--- config.mk ---
export PLATFORM = sky130hd
export DESIGN_NAME = xbar_allocator_flat
export DESIGN_NICKNAME = d
export VERILOG_FILES = /design/src/rtl/xbar_allocator_pkg.sv /design/src/rtl/xbar_allocator_if.sv /design/src/rtl/xbar_allocator_rr_arbiter5.sv /design/src/rtl/xbar_allocator.sv /design/src/flat_wrapper.sv
export SDC_FILE = /design/constraint.sdc
export NUM_CORES = 1
export LEC_CHECK = 0
export ABC_AREA = 1
export ABC_CLOCK_PERIOD_IN_PS = 3620
export CAP_MARGIN = 10
export CORE_MARGIN = 2
export CORE_UTILIZATION = 37
export CTS_CLUSTER_SIZE = 20
export DETAILED_ROUTE_END_ITERATION = 12
export GPL_TIMING_DRIVEN = 0
export SYNTH_ARGS = -nofsm -noshare
export SYNTH_HDL_FRONTEND = slang
export SYNTH_SLANG_ARGS = --single-unit
export TNS_END_PERCENT = 5
--- constraint.sdc ---
create_clock -name clk -period 3.62 [get_ports clk]
set_input_delay 0.724 -clock clk [delete_from_list [all_inputs] [get_ports clk]]
set_output_delay 0.724 -clock clk [all_outputs]
set_load 0.02 [all_outputs]
--- src/rtl/xbar_allocator_pkg.sv ---
// Shared types and constants for the 5-port crossbar allocator.
package xbar_pkg;

  localparam int unsigned NUM_PORTS  = 5;
  localparam int unsigned PORT_IDX_W = 3;
  localparam int unsigned FLIT_W     = 16;

  typedef enum logic [PORT_IDX_W-1:0] {
    NORTH = 3'd0,
    SOUTH = 3'd1,
    EAST  = 3'd2,
    WEST  = 3'd3,
    LOCAL = 3'd4
  } port_e;

  typedef enum logic {
    IDLE   = 1'b0,
    LOCKED = 1'b1
  } alloc_state_t;

  typedef logic [PORT_IDX_W-1:0] port_idx_t;

  // Next port index in round-robin order, wrapping LOCAL back to NORTH.
  function automatic port_idx_t rr_next(input port_idx_t p);
    return (p == port_idx_t'(LOCAL)) ? port_idx_t'(NORTH) : p + 3'd1;
  endfunction

endpackage

--- src/rtl/xbar_allocator_if.sv ---
// Request/grant bundle between the input queues, the allocator and the crossbar.
interface xbar_allocator_if;
  import xbar_pkg::*;

  logic [NUM_PORTS-1:0]            q_valid_i;
  logic [NUM_PORTS*PORT_IDX_W-1:0] q_dest_i;
  logic [NUM_PORTS-1:0]            q_tail_i;
  logic [NUM_PORTS-1:0]            out_ready_i;
  logic [NUM_PORTS-1:0]            pop_o;
  logic [NUM_PORTS-1:0]            grant_o;
  logic [NUM_PORTS*PORT_IDX_W-1:0] sel_o;

  modport master (
    output q_valid_i, q_dest_i, q_tail_i, out_ready_i,
    input  pop_o, grant_o, sel_o
  );

  modport slave (
    input  q_valid_i, q_dest_i, q_tail_i, out_ready_i,
    output pop_o, grant_o, sel_o
  );

endinterface

--- src/rtl/xbar_allocator_rr_arbiter5.sv ---
// Five-way round-robin arbiter: search begins one past ptr_i and wraps 4->0.
module rr_arbiter5
  import xbar_pkg::*;
(
  input  logic [NUM_PORTS-1:0] req_i,
  input  port_idx_t            ptr_i,
  output logic [NUM_PORTS-1:0] gnt_o,
  output port_idx_t            idx_o
);

  port_idx_t cand;
  logic      found;

  always_comb begin
    gnt_o = '0;
    idx_o = '0;
    found = 1'b0;
    cand  = ptr_i;
    for (int unsigned k = 0; k < NUM_PORTS; k++) begin
      cand = rr_next(cand);
      if (!found && req_i[cand]) begin
        found       = 1'b1;
        gnt_o[cand] = 1'b1;
        idx_o       = cand;
      end
    end
  end

endmodule

--- src/rtl/xbar_allocator.sv ---
// Per-output round-robin switch allocator with zero-cycle grant/pop.
// Define XBAR_ALLOC_WORMHOLE_EN to hold an output for a whole packet (head to tail).
module xbar_allocator
  import xbar_pkg::*;
(
  input  logic             clk,
  input  logic             rst,
  xbar_allocator_if.slave  bus
);

  logic [NUM_PORTS-1:0] req     [NUM_PORTS];
  logic [NUM_PORTS-1:0] arb_gnt [NUM_PORTS];
  port_idx_t            arb_idx [NUM_PORTS];
  port_idx_t            ptr_q   [NUM_PORTS];
  port_idx_t            ptr_d   [NUM_PORTS];

  logic [NUM_PORTS-1:0]            pop;
  logic [NUM_PORTS-1:0]            grant;
  logic [NUM_PORTS*PORT_IDX_W-1:0] sel;

`ifdef XBAR_ALLOC_WORMHOLE_EN
  alloc_state_t         state_q [NUM_PORTS];
  alloc_state_t         state_d [NUM_PORTS];
  port_idx_t            owner_q [NUM_PORTS];
  port_idx_t            owner_d [NUM_PORTS];
  logic [NUM_PORTS-1:0] in_locked;

  // An input that owns any output may not compete for a different one.
  always_comb begin
    in_locked = '0;
    for (int unsigned o = 0; o < NUM_PORTS; o++) begin
      if (state_q[o] == LOCKED) in_locked[owner_q[o]] = 1'b1;
    end
  end
`else
  logic unused_tail;
  assign unused_tail = ^bus.q_tail_i;
`endif

  always_comb begin
    for (int unsigned o = 0; o < NUM_PORTS; o++) begin
      req[o] = '0;
      for (int unsigned i = 0; i < NUM_PORTS; i++) begin
`ifdef XBAR_ALLOC_WORMHOLE_EN
        if (state_q[o] == LOCKED)
          req[o][i] = (owner_q[o] == port_idx_t'(i)) && bus.q_valid_i[i];
        else
          req[o][i] = bus.q_valid_i[i] && !in_locked[i] &&
                      (bus.q_dest_i[PORT_IDX_W*i +: PORT_IDX_W] == port_idx_t'(o));
`else
        req[o][i] = bus.q_valid_i[i] &&
                    (bus.q_dest_i[PORT_IDX_W*i +: PORT_IDX_W] == port_idx_t'(o));
`endif
        req[o][i] = req[o][i] && bus.out_ready_i[o] && !rst;
      end
    end
  end

  for (genvar g = 0; g < NUM_PORTS; g++) begin : g_arb
    rr_arbiter5 u_arb (
      .req_i (req[g]),
      .ptr_i (ptr_q[g]),
      .gnt_o (arb_gnt[g]),
      .idx_o (arb_idx[g])
    );
  end

  // Each input requests at most one output, so OR-ing grants gives a unique pop.
  always_comb begin
    pop   = '0;
    grant = '0;
    sel   = '0;
    for (int unsigned o = 0; o < NUM_PORTS; o++) begin
      ptr_d[o] = ptr_q[o];
      grant[o] = |arb_gnt[o];
      pop      = pop | arb_gnt[o];
      sel[PORT_IDX_W*o +: PORT_IDX_W] = arb_idx[o];
      if (grant[o]) ptr_d[o] = arb_idx[o];
    end
  end

`ifdef XBAR_ALLOC_WORMHOLE_EN
  always_comb begin
    for (int unsigned o = 0; o < NUM_PORTS; o++) begin
      state_d[o] = state_q[o];
      owner_d[o] = owner_q[o];
      case (state_q[o])
        IDLE: begin
          if (grant[o] && !bus.q_tail_i[arb_idx[o]]) begin
            state_d[o] = LOCKED;
            owner_d[o] = arb_idx[o];
          end
        end
        LOCKED: begin
          if (grant[o] && bus.q_tail_i[owner_q[o]]) state_d[o] = IDLE;
        end
        default: state_d[o] = IDLE;
      endcase
    end
  end
`endif

  always_ff @(posedge clk or posedge rst) begin
    if (rst) begin
      for (int unsigned o = 0; o < NUM_PORTS; o++) begin
        ptr_q[o] <= port_idx_t'(LOCAL);
`ifdef XBAR_ALLOC_WORMHOLE_EN
        state_q[o] <= IDLE;
        owner_q[o] <= '0;
`endif
      end
    end else begin
      for (int unsigned o = 0; o < NUM_PORTS; o++) begin
        ptr_q[o] <= ptr_d[o];
`ifdef XBAR_ALLOC_WORMHOLE_EN
        state_q[o] <= state_d[o];
        owner_q[o] <= owner_d[o];
`endif
      end
    end
  end

  assign bus.pop_o   = pop;
  assign bus.grant_o = grant;
  assign bus.sel_o   = sel;

endmodule
--- src/flat_wrapper.sv ---
// flat-port wrapper written by rule: the top's interface ports become plain ports
module xbar_allocator_flat import xbar_pkg::*;
  (clk, rst, bus_q_valid_i, bus_q_dest_i, bus_q_tail_i, bus_out_ready_i, bus_pop_o, bus_grant_o, bus_sel_o);
  xbar_allocator_if bus_i ();
  input  logic clk;
  input  logic rst;
  input wire logic [$bits(bus_i.q_valid_i)-1:0] bus_q_valid_i;
  input wire logic [$bits(bus_i.q_dest_i)-1:0] bus_q_dest_i;
  input wire logic [$bits(bus_i.q_tail_i)-1:0] bus_q_tail_i;
  input wire logic [$bits(bus_i.out_ready_i)-1:0] bus_out_ready_i;
  output wire logic [$bits(bus_i.pop_o)-1:0] bus_pop_o;
  output wire logic [$bits(bus_i.grant_o)-1:0] bus_grant_o;
  output wire logic [$bits(bus_i.sel_o)-1:0] bus_sel_o;
  assign bus_i.q_valid_i = bus_q_valid_i;
  assign bus_i.q_dest_i = bus_q_dest_i;
  assign bus_i.q_tail_i = bus_q_tail_i;
  assign bus_i.out_ready_i = bus_out_ready_i;
  assign bus_pop_o = bus_i.pop_o;
  assign bus_grant_o = bus_i.grant_o;
  assign bus_sel_o = bus_i.sel_o;
  xbar_allocator u_core (.clk(clk), .rst(rst), .bus(bus_i));
endmodule
# Word-level counts from Yosys, hierarchy flattened
# Index checks and enable logic that the tools add are counted.
dict set report totals {
  reg_bits 15
  latch_bits 0
  ram_bits 0
  mem_bits_ro 0
  in_bits 32
  output_inout_bits 25
  elab_cells 495
  memories 0
}
dict set report classes {
  n_addsub 25
  n_mul 0
  div 0
  n_lt_le_gt_ge 50
  n_eq_ne 45
  shifts 0
  n_mux 195
  n_bitwise 24
  reduce_logical 151
}
# operator n
set op_table {}
lappend op_table {{$mux 3} 50}
lappend op_table {{$mux 5} 25}
lappend op_table {{$logic_and 1x1->1} 120}
lappend op_table {{$or 5x5->5} 24}
lappend op_table {{$lt 3x4->1 const B} 25}
lappend op_table {{$eq 3x3->1 const B} 30}
lappend op_table {{$add 3x1->3 const B} 25}
lappend op_table {{$bmux 1 s3} 25}
lappend op_table {{$demux 1 s3} 25}
lappend op_table {{$ge 3x1->1 const B} 25}
lappend op_table {{$mux 1} 70}
lappend op_table {{$eq 3x2->1 const B} 10}
lappend op_table {{$reduce_or 5->1} 5}
lappend op_table {{$logic_not 1->1} 21}
lappend op_table {{$eq 3x1->1 const B} 5}
lappend op_table {{$logic_not 3->1} 5}

# Depth between registers and ports, before layout
dict set report logic_depth {
  word_depth 23
  mapped_depth 28
  mapped_depth_nobuf 27
}

# Modules after synthesis
# From an unflattened synthesis, not the netlist that was laid out.
dict set report unflattened {
  hier_cells 1272
  area_unflattened_um2 7165.6
}
# mod n_inst cells_each area_per_inst_um2 seq_area_each_um2
set by_module_without_submodules {}
lappend by_module_without_submodules {{rr_arbiter5 (u_core.g_arb[0].u_arb ...)} 4 223 1199.9 0.0}
lappend by_module_without_submodules {{rr_arbiter5 (u_core.g_arb[4].u_arb)} 1 208 1241.2 0.0}
lappend by_module_without_submodules {xbar_allocator 1 172 1124.8 381.6}

# Least setup slack after synthesis
# Ideal clock, no wire load.
dict set report synth_path {
  path_type {register to output}
  start {register u_core.ptr_q[3] (netlist bit)}
  end {output port bus_grant_o[3]}
  arrival_ns 3.331
  required_ns 2.896
  path_slack_ns -0.435
  stages_incl_launch_ff 25
  path_cell_list {dfrtp_1 -> inv_1 -> ha_1 -> nand2_1 -> nand2_2 -> ha_1 -> nand4_1 -> nand2_1 -> buf_2 -> ha_1 -> or2_2 -> nand3_1 -> nand2_2 -> inv_1 -> nand3_1 -> nand2_1 -> inv_1 -> o21ai_0 -> nand2_1 -> nand3_1 -> nand2_2 -> nand2_2 -> nor2_1 -> nor2_1 -> nand3_1}
}
dict set report synth_via {
  elab_chain_len 18
  elab_cells_between_ends 72
  classes_between {add/sub (5); order compare (10); eq/ne (5); mux (34); bitwise (4); reduce/logical (14)}
}
# item line_no
set synth_rtl {}
lappend synth_rtl {{start, declared} xbar_allocator.sv:14} ;# port_idx_t ptr_q [NUM_PORTS];
lappend synth_rtl {{start signal, assigned by index} xbar_allocator.sv:106} ;# ptr_q[o] <= port_idx_t'(LOCAL);
lappend synth_rtl {{start signal, assigned by index} xbar_allocator.sv:114} ;# ptr_q[o] <= ptr_d[o];
lappend synth_rtl {{$add 3x1->3 / $eq 3x3->1 (equally long branches)} xbar_allocator_pkg.sv:25} ;# return (p == port_idx_t'(LOCAL)) ? port_idx_t'(NORTH) : p + 3'd1;
lappend synth_rtl {{$mux 3 (*)} xbar_allocator_pkg.sv:25}
lappend synth_rtl {{branches (longest 14 deep; another with $lt 3x4->1)} --}
lappend synth_rtl {{$mux 5 (*)} xbar_allocator_rr_arbiter5.sv:21} ;# if (!found && req_i[cand]) begin
lappend synth_rtl {{$reduce_or 5->1 (*)} xbar_allocator.sv:75} ;# grant[o] = |arb_gnt[o];
lappend synth_rtl {{end, declared} flat_wrapper.sv:12} ;# output wire logic [$bits(bus_i.grant_o)-1:0] bus_grant_o;
# Every way passes the cells marked *. The select of a mux whose other input is x is not followed.

# Worst setup path after layout
dict set report layout_path {
  start {input port bus_q_dest_i[13]}
  end {output port bus_pop_o[3]}
}
dict set report layout_via {
  elab_chain_len 23
  elab_cells_between_ends 179
  classes_between {eq/ne (4); mux (95); bitwise (24); reduce/logical (56)}
}
# item line_no
set layout_rtl {}
lappend layout_rtl {{start, declared} flat_wrapper.sv:8} ;# input wire logic [$bits(bus_i.q_dest_i)-1:0] bus_q_dest_i;
lappend layout_rtl {{$eq 3x1->1 / $logic_not 3->1 (equally long branches)} xbar_allocator.sv:52} ;# (bus.q_dest_i[PORT_IDX_W*i +: PORT_IDX_W] == port_idx_t'(o));
lappend layout_rtl {{$logic_and 1x1->1} xbar_allocator.sv:51} ;# req[o][i] = bus.q_valid_i[i] &&
lappend layout_rtl {{$logic_and 1x1->1 (2 in a row)} xbar_allocator.sv:54} ;# req[o][i] = req[o][i] && bus.out_ready_i[o] && !rst;
lappend layout_rtl {{$bmux 1 s3} xbar_allocator_rr_arbiter5.sv:21}
lappend layout_rtl {{$mux 1 (implied by the code)} xbar_allocator_rr_arbiter5.sv:21}
lappend layout_rtl {{$mux 1} xbar_allocator_rr_arbiter5.sv:21}
lappend layout_rtl {{$logic_not 1->1} xbar_allocator_rr_arbiter5.sv:21}
lappend layout_rtl {{$logic_and 1x1->1} xbar_allocator_rr_arbiter5.sv:21}
lappend layout_rtl {{[... 4 more ...]} --}
lappend layout_rtl {{$logic_not 1->1} xbar_allocator_rr_arbiter5.sv:21}
lappend layout_rtl {{$logic_and 1x1->1} xbar_allocator_rr_arbiter5.sv:21}
lappend layout_rtl {{$mux 1} xbar_allocator_rr_arbiter5.sv:21}
lappend layout_rtl {{$logic_not 1->1} xbar_allocator_rr_arbiter5.sv:21}
lappend layout_rtl {{$logic_and 1x1->1} xbar_allocator_rr_arbiter5.sv:21}
lappend layout_rtl {{$mux 5} xbar_allocator_rr_arbiter5.sv:21}
lappend layout_rtl {{$or 5x5->5 (3 in a row)} xbar_allocator.sv:76} ;# pop = pop | arb_gnt[o];
lappend layout_rtl {{$or 5x5->5 (*)} xbar_allocator.sv:76}
lappend layout_rtl {{end, declared} flat_wrapper.sv:11} ;# output wire logic [$bits(bus_i.pop_o)-1:0] bus_pop_o;
# Every way passes the cells marked *; elsewhere a longest branch is shown, timed or not. The select of a mux whose other input is x is not followed.

==> results.md <==
* Register bit total from synthesis at 15
* Die area at 17,400 µm²
* Initial antenna violation count at 0
* Final-report setup violation count at 25
* Die width at 132 µm
* IO Count at 57
* Post-Synth Simple-Gate Area at 0.636
* Fmax at 0.233 GHz
* Adder-cell area share of the yosys netlist at 0.0723
* Crit Path Max Fanout at 5
* CTS tree: yes
* Vias in the first global route at about 7,500
* Gr ovfl total at 0
* Worst-Margin Slew at roughly 0.78 ns
* Core area at approximately 16,000 µm²
* Clk slew on worst S/H paths at 0.06 ns
* # diodes at 0
* Post-synthesis mux area share at 0
* Root Driver: clkbuf_16
* Total wire length at 23.6 mm
* Worst hold endpoint: u_core.ptr_q[11]$_DFFE_PP1P_
* Cells after synthesis at 1,133
* Max-Cap Viols at 0
* Input/output buffers at 51
* First-pass GRT wire length at 37.0 mm
* Final Slew Violations at 0
* Setup ws final at -0.667 ns
* Post-Syn Nets at between 1,000 and 1,500
* Avg Synthesized Cell Area at 5.34 µm²
* CP Data Required Time at roughly 2.9 ns
* Initial core utilization at 0.380
* Hold Crit Start: u_core.ptr_q[11]$_DFFE_PP1P_
* Synth area leaders: nand2_1 19%, nand3_1 15%, inv_1 9.5%, nor2_1 7.8%, ha_1 7.2%
* Register area share after synthesis at 0.0630
* R2R Setup Slk at 0.25 ns
* GP Congestion at ~0.9
* Share of cells above drive strength 1 at 0.399
* Failing checks: setup timing
* Skew final at ~0.0066 ns
* Post-synth EDFFs at 0
* Largest net degree at the start of global routing at 12
* Leading registers by flop count: u_core.ptr_q: 15 flops
* Area after DPL at 7180 µm²
* Complex-gate fraction of the synthesized area at 0.106
* Clock sink total at 15
* P&R area growth vs syn at 52.7%
* Global-route usage over all layers at 0.255
* Yosys top cell by area: nand2_1
* Rows at 46
* Class of the worst hold path: register to register
* Ys async rst share at 1.00
* XOR/XNOR share of the synthesized area at 0.00145
* Post-route ant nets at 0
* Predominant post-synthesis flop cell: dfrtp_1
* # DRC at 0
* RSZ-0062 raised after global routing: yes
* Critical Path AT at ~3.6 ns
* Biggest register: u_core.ptr_q
* Worst skew pair latency at 0.25 ns
* Synth Cell Area at 6060 µm²
* Post-synthesis cell type count at 45
* Detail Placement HPWL at 16.8 mm
* Fin crit share at 1.18
* Commonest non-fill, non-tap cell in the layout: nand2_1
* Status: finished with violations
* CTS H-tree depth at 1
* Reg-to-reg startpoint: u_core.ptr_q[3]$_DFFE_PP0P_
* Final hold viol count at 0
* Share of the synthesized area in the top cell type at 0.187
* Hold_buf cts at 0
* Cell area after layout at 9250 µm²
* Crit end category: output port
* # nets final at between 1,000 and 1,500
* CTS max path bufs at 2
* R2R depth at 26
* DR iter-0 viols at 593
* Worst slew margin relative to its limit at 0.475
* Startpoint types: input pin
* Worst hold path depth at 2
* Critical path type: input pin to output port
* Via-to-Cell Ratio at 5.40
* Worst R2R End: u_core.ptr_q[5]$_DFFE_PP1P_
* CTS Buf Count at 3
* Height of the die at 132 µm
* Drt first pass iters at 5
* Ys Warns at 0
* Most frequent cells in the layout: 233 x nand2_1, 139 x nand3_1, 124 x inv_1, 124 x buf_4, 95 x nor2_1
* Max FFs per register at 15
* Drt wl/cell at approximately 15 µm
* Via count at 8,253
* Crit path time final at 4.29 ns
* Largest family of logic cells by synthesized area: simple AND/OR/NAND/NOR gates
* Critical Path Source: bus_q_dest_i[13]
cell families after synthesis:
logic type      Yosys count
xor+xnor                  1
fa+ha+maj                35
flops                    15
simple gates            793
buf+inv                 190
compound gates           99
Yosys cell counts (all sizes together) (4+ instances only):
master,instances
o221ai,4
nand3b,10
dfstp,5
nand3,196
ha,35
o211ai,12
buf,6
a31oi,9
o21ai,41
or2,4
dfrtp,10
nand4,50
nor2,150
inv,182
a21oi,19
nand2,361
o21bai,7
nor3,18
per-stage QoR:
step                setup WS, ns   util  instances  setup TNS [ns]  hold slack [ns]
finish                    -0.667  0.580       1527          -11.33            0.537
global route              -0.790  0.580       1527          -15.85            0.560
CTS                       -0.550  0.541       1497          -11.31            0.534
detailed placement         -1.88  0.450       1400          -45.28            0.515
global placement           -1.89  0.450       1400          -45.93            0.507
floorplan                 -0.112      -       1133           -1.35            0.488
critical path, stage by stage:
cell	delay [ns]
clkdlybuf4s50_1	0.57
nor2_1	0.24
nand4_1	0.11
inv_1	0.23
a31oi_1	0.14
nor2_2	0.24
inv_2	0.08
nand2_1	0.13
inv_2	0.07
nand3_1	0.07
nand2_1	0.05
a31oi_1	0.25
nand3_2	0.17
nor2_2	0.17
nand3b_1	0.16
buf_6	0.17
final cells by class:
type | count | area, µm²
fillers | 1587 | 6690
well taps | 216 | 270
multi-input cells | 928 | 6290
repair inverters | 1 | 3.75
flip-flops and latches | 15 | 387
clock buffers | 4 | 78.8
repair buffers | 173 | 1430
inverters | 184 | 721
plain buffers | 6 | 67.6
timing repair:
| item | in CTS | in global routing |
|---|---|---|
| gates resized for setup | 286 | 114 |
| endpoints found under the setup margin | 40 | 27 |
| setup buffers | 92 | 30 |
| gates cloned | 1 | 0 |
| pin swaps | 89 | 74 |
metal layers:
metal	track usage	wire length (µm)	part of all wire	up-vias
met5	0	0	0	-
met4	0.0803	746	0.032	0
met3	0.0192	1530	0.065	52
met2	0.440	11300	0.48	328
met1	0.337	9980	0.42	3785
li1	-	-	-	4088
how the worst max path moves through the flow:
stage,end,cells after the start
after floorplan,bus_sel_o[6],20
after detailed placement,bus_pop_o[3],18
after CTS,bus_pop_o[1],24
after global routing,bus_grant_o[3],25
after global placement,bus_pop_o[3],18
final,bus_pop_o[3],16
Power is left out: the tool's default activity adds up to more than one toggle a clock period on the data nets, which glitch-free logic cannot reach.
==> patch (same flow settings) <==
The package constant `NUM_PORTS` goes from 5 to 6.
--- a/src/rtl/xbar_allocator_pkg.sv
+++ b/src/rtl/xbar_allocator_pkg.sv
@@ -3,3 +3,3 @@
 
-  localparam int unsigned NUM_PORTS  = 5;
+  localparam int unsigned NUM_PORTS  = 6;
   localparam int unsigned PORT_IDX_W = 3;
Ports: changed (7 resized); port bits go from 57 to 68. The function was not compared with the original's and may differ.
==> patch against the original RTL <==
  * Critical endpoint is now bus_pop_o[2]
  * Cell area grew 42%
  * Sequential cell count grew 3
  * Die area grew 50%
  * The flow still finishes with violations (setup timing)
  * Wire length grew 62%
  * Worst setup slack lost 290 ps
  * Largest cell class unchanged
  * First-iteration DRC count grew 67%
  * Area after synthesis grew 52%
Power is left out: the tool's default activity adds up to more than one toggle a clock period on the data nets, which glitch-free logic cannot reach.
==> patch: results (changes against the original RTL) <==
| Metric | Value |
|---|---|
| Worst hold slack | 438.5 ps (-98.88 ps) |
| Worst-case reg-to-reg path depth | 27 (+3.8%) |
| Skew-Pair Late Insertion Delay | 270 ps (+20 ps) |
| Final non-clock buffer share | 14.22% (-1.9 points) |
| Clock net sink count | 18 (+3) |
| Worst setup margin | -955.3 ps (-288.3 ps) |
| Iteration-0 DRC Markers | 990 (+67%) |
| Fraction of area in multi-input gates | 69.21% (+1.2 points) |
| Clock skew | 2.027 ps (-4.558 ps) |
| Setup Slack @ Placement | -2398 ps (-518.2 ps) |
| Setup TNS | -22,170 ps (-10,840 ps) |
| Commonest cells post-synth | nand2_1 (505), inv_1 (271), nand3_1 (243) |
| Final net count | 2,077 (+51%) |
| Post-DP HPWL | 28,270 um (+69%) |
| Failing checks | setup timing |
| Setup-failing EPs final | 33 (+32%) |
| Inverters | 307 (+66%) |
| Xor/xnor cell area share of the yosys netlist | 0% (-0.14 points) |
| Vias | 12,890 (+56%) |
| Worst Path Arrival | 3850 ps (+290 ps) |
| Worst-margin pin slew | 996.9 ps (+217.3 ps) |
| Yosys cell types | 52 (+16%) |
| Multi-input gate count | 1,440 (+55%) |
| Port Buf Inserts | 61 (+20%) |
| Vias in the first global route | 11,800 (+58%) |
| Compound-gate portion of the synthesized area | 15.14% (+4.6 points) |
| Routed WL | 38,090 um (+62%) |
| Slowest cell on the critical path | dfstp_2 |
| Post-CTS Setup Inserts | 134 (+46%) |
| Fill cells | 2,415 (+52%) |
| Syn Inst Count | 1,776 (+57%) |
| Antenna Cells | 0 (unchanged) |
| Largest net degree at the start of global routing | 13 (+1) |
| Adder-cell share of the synthesized area | 5.854% (-1.4 points) |
| Seq/Total Area, Yosys | 4.983% (-1.3 points) |
| ClkCell Share | 0.6754% (-0.18 points) |
| Post-cts resize count | 445 (+56%) |
| Top flop regs | u_core.ptr_q x18 |
| RR Startpoint | u_core.ptr_q[0]$_DFFE_PP0P_ |
| Syn nets | 1,857 (+55%) |
| Post-DP Area | 10,470 um2 (+46%) |
| Area occupied by registers | 464.2 um2 (+20%) |
| Worst-path fanout max | 7 (+2) |
| Gr usage total | 28.18% (+2.7 points) |
| GPL Wtd Cong | 0.9668 (+4.5%) |
| Status | finished, violations left |
| Placed Cells | 2,161 (+54%) |
| R2R setup slack | -70 ps (-320 ps) |
| Proportion of layout cells with a drive suffix above 1 | 33.93% (-6.0 points) |
| Wire length per cell | 16.43 um (+6.5%) |
| First-pass GRT wire length | 59,820 um (+62%) |
| Bufs w/o clock | 226 (+26%) |
| Sequential share of cell area | 3.529% (-0.65 points) |
| Synth top area cells | nand2_1 (21%), nand3_1 (13%), inv_1 (11%) |
| Core footprint | 24,320 um2 (+53%) |
-- patch: worst max-delay path by stage --
| stage | from | slack [ps] | cells past startpoint | to |
|---|---|---|---|---|
| final | u_core.ptr_q[8]$_DFFE_PP1P_ | -960 | 26 | bus_pop_o[2] |
| after CTS | u_core.ptr_q[0]$_DFFE_PP0P_ | -830 | 29 | bus_pop_o[3] |
| after global routing | u_core.ptr_q[1]$_DFFE_PP0P_ | -1090 | 30 | bus_grant_o[5] |
| after global placement | rst | -2360 | 21 | bus_pop_o[5] |
| after detailed placement | rst | -2400 | 17 | bus_pop_o[4] |
| after floorplan | u_core.ptr_q[6]$_DFFE_PP0P_ | -380 | 28 | bus_grant_o[3] |
-- patch: per-layer routing --
layer	vias to the layer above	GRT usage, %	part of all wire, %
met5	-	0	0
met4	0	14.57	5.5
met3	116	2.928	7.6
met2	587	46.95	46
met1	5889	35.99	41
li1	6302	-	-
